File: config.mk
export PLATFORM = sky130hd
export DESIGN_NAME = alu_op_sequencer
export DESIGN_NICKNAME = d
export VERILOG_FILES = /design/src/rtl/alu_pkg.sv /design/src/rtl/alu_regfile.sv /design/src/rtl/alu_op_sequencer.sv
export SDC_FILE = /design/constraint.sdc
export NUM_CORES = 1
export LEC_CHECK = 0
export CORE_ASPECT_RATIO = 0.75
export CORE_UTILIZATION = 57
export DETAILED_ROUTE_END_ITERATION = 10
export HOLD_SLACK_MARGIN = 0.02
export PLACE_DENSITY_LB_ADDON = 0.08
export REMOVE_ABC_BUFFERS = 1
export SLEW_MARGIN = 25
export SYNTH_ARGS = -nofsm -noshare
export SYNTH_HDL_FRONTEND = slang
export SYNTH_SLANG_ARGS = --single-unit
File: constraint.sdc
create_clock -name clk -period 8.75 [get_ports clk]
set_input_delay 2.1875 -clock clk [delete_from_list [all_inputs] [get_ports clk]]
set_output_delay 2.1875 -clock clk [all_outputs]
set_load 0.005 [all_outputs]
File: src/rtl/alu_pkg.sv
// Shared definitions for the ALU operation sequencer: opcodes, FSM states, default sizes.
package alu_pkg;

    localparam int W_DEF    = 16;
    localparam int NREG_DEF = 4;

    localparam logic [2:0] OPC_NEG    = 3'd0;
    localparam logic [2:0] OPC_INC    = 3'd1;
    localparam logic [2:0] OPC_ADD    = 3'd2;
    localparam logic [2:0] OPC_ADDSHR = 3'd3;
    localparam logic [2:0] OPC_AND    = 3'd4;
    localparam logic [2:0] OPC_OR     = 3'd5;
    localparam logic [2:0] OPC_PACK   = 3'd6;
    localparam logic [2:0] OPC_LDI    = 3'd7;

    typedef enum logic [1:0] {
        S_IDLE = 2'd0,
        S_EXEC = 2'd1,
        S_WB   = 2'd2
    } state_t;

endpackage

File: src/rtl/alu_regfile.sv
// General register file: two async operand reads, one async debug read, one sync write port.
module alu_regfile #(
    parameter int NREG = 4,
    parameter int W    = 16
) (
    input  logic                     clk,
    input  logic                     rst,
    input  logic                     we_i,
    input  logic [$clog2(NREG)-1:0]  waddr_i,
    input  logic [W-1:0]             wdata_i,
    input  logic [$clog2(NREG)-1:0]  raddr_a_i,
    input  logic [$clog2(NREG)-1:0]  raddr_b_i,
    input  logic [$clog2(NREG)-1:0]  raddr_d_i,
    output logic [W-1:0]             rdata_a_o,
    output logic [W-1:0]             rdata_b_o,
    output logic [W-1:0]             rdata_d_o
);

    logic [W-1:0] mem_q [NREG];

    always_ff @(posedge clk or posedge rst) begin
        if (rst) begin
            for (int i = 0; i < NREG; i++) begin
                mem_q[i] <= '0;
            end
        end else if (we_i) begin
            mem_q[waddr_i] <= wdata_i;
        end
    end

    assign rdata_a_o = mem_q[raddr_a_i];
    assign rdata_b_o = mem_q[raddr_b_i];
    assign rdata_d_o = mem_q[raddr_d_i];

endmodule

File: src/rtl/alu_op_sequencer.sv
// Command sequencer in front of an external combinational ALU: operand fetch, execute, writeback.
// Load-immediate (opcode 7) bypasses the ALU and leaves the flags untouched.
module alu_op_sequencer
    import alu_pkg::*;
#(
    parameter int NREG = NREG_DEF,
    parameter int W    = W_DEF
) (
    input  logic                     clk,
    input  logic                     rst,
    input  logic                     cmd_valid,
    output logic                     cmd_ready,
    input  logic [2:0]               cmd_opc,
    input  logic [$clog2(NREG)-1:0]  cmd_dst,
    input  logic [$clog2(NREG)-1:0]  cmd_srca,
    input  logic [$clog2(NREG)-1:0]  cmd_srcb,
    input  logic                     cmd_cin,
    input  logic [W-1:0]             cmd_imm,
    output logic                     done,
    output logic [W-1:0]             alu_ina,
    output logic [W-1:0]             alu_inb,
    output logic                     alu_inc,
    output logic [2:0]               alu_opc,
    input  logic [W-1:0]             alu_outw,
    input  logic                     alu_zer,
    input  logic                     alu_neg,
    output logic                     zer_flag,
    output logic                     neg_flag,
    input  logic [$clog2(NREG)-1:0]  rd_addr,
    output logic [W-1:0]             rd_data
);

    localparam int AW = $clog2(NREG);

    state_t          state_q;
    logic [W-1:0]    alu_ina_q;
    logic [W-1:0]    alu_inb_q;
    logic            alu_inc_q;
    logic [2:0]      alu_opc_q;
    logic [W-1:0]    res_q;
    logic            zer_lat_q;
    logic            neg_lat_q;
    logic            zer_flag_q;
    logic            neg_flag_q;
    logic [AW-1:0]   dst_q;
    logic            is_ld_q;

    logic [W-1:0]    rdata_a;
    logic [W-1:0]    rdata_b;

    // Operands are read straight off the command source indices so they are valid at accept.
    alu_regfile #(
        .NREG (NREG),
        .W    (W)
    ) u_regfile (
        .clk       (clk),
        .rst       (rst),
        .we_i      (state_q == S_WB),
        .waddr_i   (dst_q),
        .wdata_i   (res_q),
        .raddr_a_i (cmd_srca),
        .raddr_b_i (cmd_srcb),
        .raddr_d_i (rd_addr),
        .rdata_a_o (rdata_a),
        .rdata_b_o (rdata_b),
        .rdata_d_o (rd_data)
    );

    always_ff @(posedge clk or posedge rst) begin
        if (rst) begin
            state_q    <= S_IDLE;
            alu_ina_q  <= '0;
            alu_inb_q  <= '0;
            alu_inc_q  <= 1'b0;
            alu_opc_q  <= '0;
            res_q      <= '0;
            zer_lat_q  <= 1'b0;
            neg_lat_q  <= 1'b0;
            zer_flag_q <= 1'b0;
            neg_flag_q <= 1'b0;
            dst_q      <= '0;
            is_ld_q    <= 1'b0;
        end else begin
            case (state_q)
                S_IDLE: begin
                    if (cmd_valid) begin
                        dst_q <= cmd_dst;
                        if (cmd_opc == OPC_LDI) begin
                            res_q   <= cmd_imm;
                            is_ld_q <= 1'b1;
                            state_q <= S_WB;
                        end else begin
                            alu_ina_q <= rdata_a;
                            alu_inb_q <= rdata_b;
                            alu_opc_q <= cmd_opc;
                            alu_inc_q <= (cmd_opc == OPC_ADD) & cmd_cin;
                            is_ld_q   <= 1'b0;
                            state_q   <= S_EXEC;
                        end
                    end
                end
                S_EXEC: begin
                    res_q     <= alu_outw;
                    zer_lat_q <= alu_zer;
                    neg_lat_q <= alu_neg;
                    state_q   <= S_WB;
                end
                S_WB: begin
                    if (!is_ld_q) begin
                        zer_flag_q <= zer_lat_q;
                        neg_flag_q <= neg_lat_q;
                    end
                    state_q <= S_IDLE;
                end
                default: state_q <= S_IDLE;
            endcase
        end
    end

    assign cmd_ready = (state_q == S_IDLE);
    assign done      = (state_q == S_WB);
    assign alu_ina   = alu_ina_q;
    assign alu_inb   = alu_inb_q;
    assign alu_inc   = alu_inc_q;
    assign alu_opc   = alu_opc_q;
    assign zer_flag  = zer_flag_q;
    assign neg_flag  = neg_flag_q;

endmodule

==> results of run 1 <==
[registers in the layout, indices dropped and copies added, names as in the netlist]
register	count
state_q	2
neg_flag	1
alu_ina	16
alu_inc	1
dst_q	2
zer_flag	1
neg_lat_q	1
zer_lat_q	1
u_regfile.mem_q	64
is_ld_q	1
alu_opc	3
res_q	16
alu_inb	16
[final timing paths]
kind	start	end	slack, ns	cells past startpoint
worst max-delay path	rd_addr[1]	rd_data[15]	2.27	3
max in group asynchronous	rst	u_regfile.mem_q[49]$_DFFE_PP0P_	5.43	3
min in group asynchronous	rst	alu_inb[11]$_DFFE_PP0P_	2.22	2
worst min register to register	alu_opc[1]$_DFFE_PP0P_	alu_opc[1]$_DFFE_PP0P_	0.49	1
worst min-delay path	alu_opc[1]$_DFFE_PP0P_	alu_opc[1]$_DFFE_PP0P_	0.49	1
worst max register to register	state_q[0]$_DFFE_PP0P_	alu_inb[4]$_DFFE_PP0P_	6.00	4
[final cells by class]
type	count	area (um2)
well taps	136	170
repair buffers	114	1130
clock buffers	24	522
flip-flops and latches	125	3130
fillers	621	2460
multi-input cells	219	2840
inverters	4	17.5
clock inverters	6	105
[routing by layer]
metal	track usage, %	vias to the layer above	wire length, um
li1	-	1680	-
met1	40.5	2149	6370
met2	45.2	131	7120
met3	6.34	18	845
met4	10.2	0	267
met5	0	-	0
[Yosys cell counts (all sizes together)]
| cell | instances |
|---|---|
| dfrtp | 125 |
| mux2 | 103 |
| mux4 | 48 |
| o22a | 17 |
| buf | 16 |
| nand2b | 16 |
| o31a | 15 |
| clkbuf | 13 |
| inv | 4 |
| nand3 | 4 |
| nor2 | 3 |
| a21oi | 2 |
| nor3b | 2 |
| a22o | 1 |
| a22oi | 1 |
| a31oi | 1 |
| nand4 | 1 |
| nor2b | 1 |
| nor3 | 1 |
| o41ai | 1 |
| or3b | 1 |
| or4b | 1 |
[cells by family after synthesis]
group / Yosys count
AO/OA/AOI/OAI: 38
AND/OR/NAND/NOR: 30
buffers and inverters: 33
multiplexers: 151
flip-flops: 125
[power by group]
part	total [W]	switching (W)	internal [W]
logic	0.000909	0.000252	0.000657
clock network	0.000735	0.000238	0.000497
registers	0.00111	0.000260	0.000852
[per-stage QoR]
step	util (%)	setup WS [ns]	instances	hold slack, ns
2_1_floorplan	-	3.23	348	0.463
3_3_place_gp	69.9	2.37	596	0.475
3_5_place_dp	69.9	2.36	596	0.481
4_1_cts	76.0	2.34	626	0.492
5_1_grt	76.2	2.25	628	0.510
6_report	76.2	2.27	628	0.492
[placed cells by master, fill, tap and decap left out, drive strengths merged]
cell,count
mux4,48
or4b,1
o41ai,1
nor3b,2
o22a,17
buf,10
o31a,15
nor2,3
nand4,1
a21oi,2
a22oi,1
nor3,1
a22o,1
nand2b,16
inv,4
or3b,1
nor2b,1
mux2,103
a31oi,1
bufinv,3
nand3,4
dfrtp,125
clkbuf,24
clkdlybuf4s50,104
clkinv,3
==> impl_results.md, run 1 <==
* Initial drt markers at 265
* CTS Buffer Depth at 2
* Hold crit path type: reg2reg
* Fraction of the mapped netlist area in adder cells at 0%
* Post-Synthesis Cells at 377
* Vert. Die Dim at 91.8 um
* Final ANT Viol Nets at 0
* Vias in the first global route at 4252
* GR Util All Layers at 29.0%
* Routed length per placed instance at 23.2 um
* Layout cells sized above 1 at between 40% and 50%
* Pwr Density at 349 nW/um2
* Slew HR at 26.9%
* Crit-path max FO at 16
* Grt ovf at 0
* Avg Cell Area, Syn at around 16 um2
* Die width at 122 um
* Slew @ Worst Pin at 1.09 ns
* Largest family of logic cells by synthesized area: multiplexers
* I/O pin cnt at 105
* Endpoint class of the critical path: output pin
* Startpoint types: input port
* Initial Util at 59.1%
* Tmin final at 6.48 ns
* CTS hold repair buffers at 0
* Kind of cell adding the most delay to the critical path: buffers and inverters
* Fmax at 0.154 GHz
* Final instance area at 7910 um2
* Die area at roughly 11000 um2
* Placed cell areas at 7250 um2
* Initial antenna violation count at 0
* Req. time, crit path at 6.56 ns
* N_diodes at 0
* Dpl hpwl at approximately 9000 um
* Vias per cell at 6.33
* Max-slew violations at 0
* Slowest-stage cell, CP: clkdlybuf4s50_1
* RSZ-0062 raised after global routing: false
* CTS tree: built
* Drt pass-1 iters at 6
* Final #Nets at 530
* Post-Route WL at approximately 15000 um
* Most used cell, CP: clkdlybuf4s50_1
* Post-CTS Setup Bufs at 0
* First-pass GRT wire length at ~24000 um
* Max_cap viols at 0
* Worst EP arrival at 4.29 ns
* Number of synthesized register bits at 125
* Post-synth top area share at between 50% and 60%
* Buffers & Inverters on Critical Path at 2
* DRC violations left at 0
* PostCTS Resize Cnt at 0
* Area contributors post-synth: dfrtp_1 51%, mux4_2 18%, mux2_2 17%
* Root Buffer: clkbuf_16
* Worst skew pair latency at 0.40 ns
* Fin Setup TNS at 0 ns
* Leading area contributor after synthesis: dfrtp_1
* Routability cong. at 0.780
* Synth warn at 0
* Peak supply drop at 0.192 mV
* Period utilisation layout at 74.0%
* CP Cell Sequence: clkdlybuf4s50_1 -> mux4_2 -> clkdlybuf4s50_1
* Simple-gate area share of the yosys netlist at 3.22%
* Register area share after synthesis at 51.0%
* P_leak at 3.12 nW
* Worst stage delay on the critical path at 1.18 ns
* Pwr Total at 0.00276 W
* Critical path class: in2out
* CTS Sinks at 125
* Mux share of post-synthesis cell area at 37.2%
* Number of CTS-inserted buffers at 17
* Largest net degree at the start of global routing at 80
* Area growth from synthesis to layout at 28.9%
* XOR/XNOR share of the synthesized area at 0%
* CTS clk-pin slew, worst paths at 0.05 ns
* Post-synthesis compound-gate area fraction at 5.49%
* Core Box Area at between 10000 and 15000 um2
* Routed vias at 3978
* Clock Skew at around 0.0064 ns
* Setup violations, final at 0
* Distinct cell type count after synthesis at 28
* Status: completed
* Port Buffers at 104
* Final Hold Viols at 0
* Cell Rows at 32
* Synthesized area at 6130 um2
* Htree depth at 4
(Power assumes the default switching activity.)
==> inputs of run 2 (changes only) <==
CORE_UTILIZATION = 53   (was 57)
clock period = 6.7 ns   (was 8.75 ns; I/O delays follow)
==> run 2 against run 1 <==
Effect of this change:
- combinational power up 31%
- via count down 2.8%
- die area up 7.4%
- critical path depth unchanged
- total power up 29%
- final area up 0.16%
- clock-buffer cell count unchanged
- sequential cell count unchanged
- hold slack about the same
- cell count up 0.64%
- clock power up 27%
==> impl_results.md, run 2 (synthesis gave the netlist of run 1 again) <==
* Startpoint types: input port (unchanged)
* Req. time, crit path at 5.03 ns (was 6.56 ns)
* Routed wl met3 at 558 um (was 845 um)
* Cell Count, Final, Fillers Out at 632 (was 628)
* Pwr Density at 449 nW/um2 (was 349 nW/um2)
* RSZ-0062 raised after global routing: false (unchanged)
* CTS tree: built (unchanged)
* Core Box Area at 11100 um2 (was 10400 um2)
* Initial Util at 55.2% (was 59.1%)
* Post-CTS Setup Bufs at 0 (unchanged)
* Slew HR at 26.1% (was 26.9%)
* Fmax at 0.183 GHz
* Tmin final at approximately 5.5 ns
* Fin Setup TNS at 0 ns (unchanged)
* Most frequent cells in the layout: 125 x dfrtp_1, 104 x clkdlybuf4s50_1, 92 x mux2_2 (unchanged)
* Final Hold Viols at 0 (unchanged)
* Port Buffers at 104 (unchanged)
* Dpl hpwl at 8470 um (was 8970 um)
* Routed vias at 3866 (was 3978)
* Final #Nets at 530 (unchanged)
* Status: completed (unchanged)
* Worst EP arrival at 3.79 ns (was 4.29 ns)
* Max-slew violations at 0 (unchanged)
* Setup violations, final at 0 (unchanged)
* Vert. Die Dim at 95.1 um (was 91.8 um)
* Routed length per placed instance at 21.8 um (was 23.2 um)
* Switching pwr at 0.000948 W (was 0.000751 W)
* Pint at 0.00260 W (was 0.00201 W)
* Endpoint class of the critical path: output pin (unchanged)
* Htree depth at 4 (unchanged)
* Clock Skew at 0.00678 ns (was 0.00639 ns)
* Top Metal Used: met4 (unchanged)
* Grt ovf at 0 (unchanged)
* Commonest non-fill, non-tap cell in the layout: dfrtp_1 (unchanged)
* DRT met1 WL at 6310 um (was 6370 um)
* Max reg flops at 64 (unchanged)
* Max_cap viols at 0 (unchanged)
* First-pass GRT wire length at 22400 um (was 23500 um)
* CTS clk-pin slew, worst paths at 0.06 ns (was 0.05 ns)
* Die area at 12000 um2 (was 11200 um2)
* Area growth from synthesis to layout at 29.1% (was 28.9%)
* Clock power frac at 26.4% (was 26.7%)
* Slew @ Worst Pin at 1.10 ns (was 1.09 ns)
* Die width at 126 um (was 122 um)
* Worst skew pair latency at 0.40 ns (about the same)
* Seq pwr share at 40.2% (was 40.4%)
* P_leak at 3.11 nW (was 3.12 nW)
* Hold crit path type: reg2reg (unchanged)
* CTS hold repair buffers at 0 (unchanged)
* Initial antenna violation count at 0 (unchanged)
* GR Util All Layers at 25.6% (was 29.0%)
* CTS Buffer Depth at 2 (unchanged)
* Met2 wire length at 6690 um (was 7120 um)
* Post-Route WL at 13800 um (was 14600 um)
* Number of CTS-inserted buffers at 17 (unchanged)
* Crit-path max FO at 16 (unchanged)
* Routability cong. at 0.740 (was 0.780)
* PostCTS Resize Cnt at 0 (unchanged)
* Comb power frac at 33.4% (was 33.0%)
* Peak supply drop at 0.246 mV (was 0.192 mV)
* Layout cells sized above 1 at 39.8% (was 40.0%)
* Initial drt markers at 205 (was 265)
* DRC violations left at 0 (unchanged)
* Vias in the first global route at 4040 (was 4252)
* Drt pass-1 iters at 4 (was 6)
* Critical path class: in2out (unchanged)
* Cell Rows at 33 (was 32)
* Largest net degree at the start of global routing at 65 (was 80)
* I/O pin cnt at 105 (unchanged)
* Root Buffer: clkbuf_16 (unchanged)
* Switching share of power at 26.7% (was 27.2%)
* Period utilisation layout at 81.6%
* Largest reg by FF count: u_regfile.mem_q (unchanged)
* N_diodes at 0 (unchanged)
* Final ANT Viol Nets at 0 (unchanged)
* CTS Sinks at 125 (unchanged)
* Placed instance count at 599 (was 596)
* Vias per cell at 6.12 (was 6.33)
==> run 2: power groups by stage <==
stage / clock network (W) / logic [W] / registers [W]
finish: 0.000937 / 0.00119 / 0.00143
global route: 0.000983 / 0.00127 / 0.00149
CTS: 0.000954 / 0.00120 / 0.00142
detailed placement: 0 / 0.00119 / 0.00142
global placement: 0 / 0.00116 / 0.00140
floorplan: 0 / 0.000691 / 0.00135
==> run 2: final timing paths <==
| kind | startpoint | end | slack [ns] | cells after the start |
|---|---|---|---|---|
| min reg2reg | alu_opc[0]$_DFFE_PP0P_ | alu_opc[0]$_DFFE_PP0P_ | 0.49 | 1 |
| min in group asynchronous | rst | alu_ina[7]$_DFFE_PP0P_ | 1.78 | 2 |
| max | rd_addr[1] | rd_data[15] | 1.23 | 3 |
| max reg2reg | state_q[0]$_DFFE_PP0P_ | alu_ina[11]$_DFFE_PP0P_ | 3.96 | 6 |
| max in group asynchronous | rst | u_regfile.mem_q[24]$_DFFE_PP0P_ | 3.64 | 3 |
| min | alu_opc[0]$_DFFE_PP0P_ | alu_opc[0]$_DFFE_PP0P_ | 0.49 | 1 |
==> run 2: cell type report <==
cell class              instances  area, um2
clock buffers                  24        502
clock inverters                 6        108
fillers                       760       3190
inverters                       4       17.5
multi-input cells             219       2840
flip-flops and latches        125       3130
well taps                     140        175
repair buffers                114       1150
==> run 2: critical path: stages <==
cell and delay, ns:
clkdlybuf4s50_1 1.20, mux4_2 0.40, clkdlybuf4s50_1 0.50
==> run 2: metrics by stage <==
step | hold WS, ns | power, W | utilization, % | area, um2 | setup slack [ns]
after floorplan | 0.463 | 0.00204 | - | 5960 | 1.70
after global placement | 0.471 | 0.00256 | 65.3 | 7250 | 1.36
after detailed placement | 0.480 | 0.00261 | 65.3 | 7250 | 1.32
after CTS | 0.493 | 0.00357 | 70.8 | 7860 | 1.30
after global routing | 0.510 | 0.00375 | 71.3 | 7920 | 1.23
final | 0.492 | 0.00355 | 71.3 | 7920 | 1.23
==> run 2: routing by layer <==
layer,global-route usage (%),up-vias
met2,40.7,119
met3,5.22,21
met1,35.0,2039
met4,10.8,0
met5,0,-
li1,-,1687
==> inputs of run 3 (changes only) <==
clock period = 5.13 ns   (was 6.7 ns; I/O delays follow)
==> run 3 against run 2 <==
Effect of this change:
- hold slack got worse by 0.0083 ns
- non-clock buffer count up 1
- largest cell class unchanged
- worst setup slack got worse by 0.50 ns
- global-route usage rose by 0.80 points
- sequential share of layout area rose by 0.056 points
- clock power grew 28%
- highest routed layer unchanged
==> impl_results.md, run 3 (synthesis gave the netlist of run 1 again) <==
* Status: completed (unchanged)
* Worst Hold End: alu_opc[1]$_DFFE_PP0P_ (was alu_opc[0]$_DFFE_PP0P_)
* RSZ-0062 raised after global routing: false (unchanged)
* Post-CTS Setup Bufs at 0 (unchanged)
* Die width at 126 um (unchanged)
* Largest reg by FF count: u_regfile.mem_q (unchanged)
* Post-Route WL at 14100 um (was 13800 um)
* Worst Hold Margin at 0.484 ns (was 0.492 ns)
* Max-slew violations at 0 (unchanged)
* Initial Util at 55.2% (unchanged)
* Port Buffers at 104 (unchanged)
* CTS Buffer Depth at 2 (unchanged)
* First-pass GRT wire length at 23200 um (was 22400 um)
* Vias per cell at 6.17 (was 6.12)
* Fmax at 0.228 GHz
* Root Buffer: clkbuf_16 (unchanged)
* Finished Core Util at 71.2% (was 71.3%)
* Worst Reg-to-Reg Cells at 5 (was 6)
* Drt pass-1 iters at 4 (unchanged)
* Commonest non-fill, non-tap cell in the layout: dfrtp_1 (unchanged)
* Clock Skew at 0.0101 ns (was 0.00678 ns)
* Core Box Area at 11100 um2 (unchanged)
* CTS Sinks at 125 (unchanged)
* Max_cap viols at 0 (unchanged)
* Final Hold Viols at 0 (unchanged)
* Hold crit path type: reg2reg (unchanged)
* R2r setup slk at 2.59 ns (was 3.96 ns)
* CTS hold repair buffers at 0 (unchanged)
* Tmin final at 4.40 ns
* Vias in the first global route at 4137 (was 4040)
* Routed length per placed instance at 22.3 um (was 21.8 um)
* RR Startpoint: state_q[0]$_DFFE_PP0P_ (unchanged)
* Layout cells sized above 1 at 40.0% (was 39.8%)
* Slew @ Worst Pin at 1.05 ns (was 1.10 ns)
* Final ANT Viol Nets at 0 (unchanged)
* Worst EP arrival at 3.11 ns (was 3.79 ns)
* Largest net degree at the start of global routing at 72 (was 65)
* Req. time, crit path at 3.85 ns (was 5.03 ns)
* Place WS at 0.718 ns (was 1.32 ns)
* Fin Setup TNS at 0 ns (unchanged)
* Setup violations, final at 0 (unchanged)
* Critical path class: in2out (unchanged)
* DRC violations left at 0 (unchanged)
* Initial drt markers at 139 (was 205)
* CTS tree: built (unchanged)
* Initial antenna violation count at 0 (unchanged)
* Routability cong. at 0.749 (was 0.740)
* Period utilisation layout at between 80% and 90%
* Hold Path Stages at 1 (unchanged)
* CTS clk-pin slew, worst paths at 0.05 ns (was 0.06 ns)
* N_diodes at 0 (unchanged)
* Endpoint class of the critical path: output pin (unchanged)
* Max reg flops at 64 (unchanged)
* Vert. Die Dim at 95.1 um (unchanged)
* Dpl hpwl at 8740 um (was 8470 um)
* Cell Rows at 33 (unchanged)
* Die area at 12000 um2 (unchanged)
* PostCTS Resize Cnt at 0 (unchanged)
* Area growth from synthesis to layout at 29.0% (was 29.1%)
* Startpoint types: input port (unchanged)
* I/O pin cnt at 105 (unchanged)
* Routed vias at 3904 (was 3866)
* P_leak at 3.11 nW (about the same)
* Grt ovf at 0 (unchanged)
* RR Endpoint: alu_ina[10]$_DFFE_PP0P_ (was alu_ina[11]$_DFFE_PP0P_)
* Number of CTS-inserted buffers at 17 (unchanged)
* GR Util All Layers at 26.4% (was 25.6%)
* Crit-path max FO at 16 (unchanged)
* Worst skew pair latency at 0.41 ns (was 0.40 ns)
* Hold_sp: alu_opc[1]$_DFFE_PP0P_ (was alu_opc[0]$_DFFE_PP0P_)
* Pwr Density at 585 nW/um2 (was 449 nW/um2)
* Worst setup margin at 0.734 ns (was 1.23 ns)
* Slew HR at 29.9% (was 26.1%)
* Peak supply drop at 0.286 mV (was 0.246 mV)
* Htree depth at 4 (unchanged)
* Most frequent cells in the layout: 125 x dfrtp_1, 104 x clkdlybuf4s50_1, 92 x mux2_2 (unchanged)
* Final #Nets at 531 (was 530)
run 3: metal layers:
layer	global-route usage, %	wire (um)	share of wire (%)	vias up
met5	0	0	0	-
met4	9.44	117	0.83	0
met3	5.05	680	4.8	11
met2	43.2	7010	50	123
met1	35.9	6320	45	2085
li1	-	-	-	1685
run 3: area by class of cell:
| cell class | instances | area (um2) |
|---|---|---|
| multi-input combinational | 219 | 2840 |
| inverter | 4 | 17.5 |
| sequential | 125 | 3130 |
| clock buffer | 24 | 512 |
| tap | 140 | 175 |
| clock inverter | 6 | 82.6 |
| fill | 730 | 3200 |
| timing repair buffer | 115 | 1160 |
run 3: where the power goes:
part,switching (W),internal (W)
Clock,0.000414,0.000785
Combinational,0.000430,0.00112
Sequential,0.000419,0.00145
run 3: stage by stage:
| stage | total power [W] | area, um2 | instances |
|---|---|---|---|
| floorplan | 0.00266 | 5960 | 348 |
| global placement | 0.00335 | 7290 | 601 |
| detailed placement | 0.00342 | 7290 | 601 |
| global route | 0.00488 | 7910 | 633 |
| finish | 0.00463 | 7910 | 633 |
| CTS | 0.00465 | 7880 | 631 |
run 3: worst max-delay path, cell delays in order:
cell and delay, ns:
clkdlybuf4s50_1 0.45, buf_4 0.34, mux4_2 0.56, clkdlybuf4s50_1 0.46
run 3: worst max path at each step:
stage	start	endpoint	slack (ns)
after floorplan	rst	alu_ina[0]$_DFFE_PP0P_	0.52
after global placement	rd_addr[0]	rd_data[12]	0.73
after detailed placement	rd_addr[0]	rd_data[12]	0.72
after CTS	rd_addr[0]	rd_data[12]	0.72
after global routing	rd_addr[0]	rd_data[4]	0.64
final	rd_addr[0]	rd_data[4]	0.73
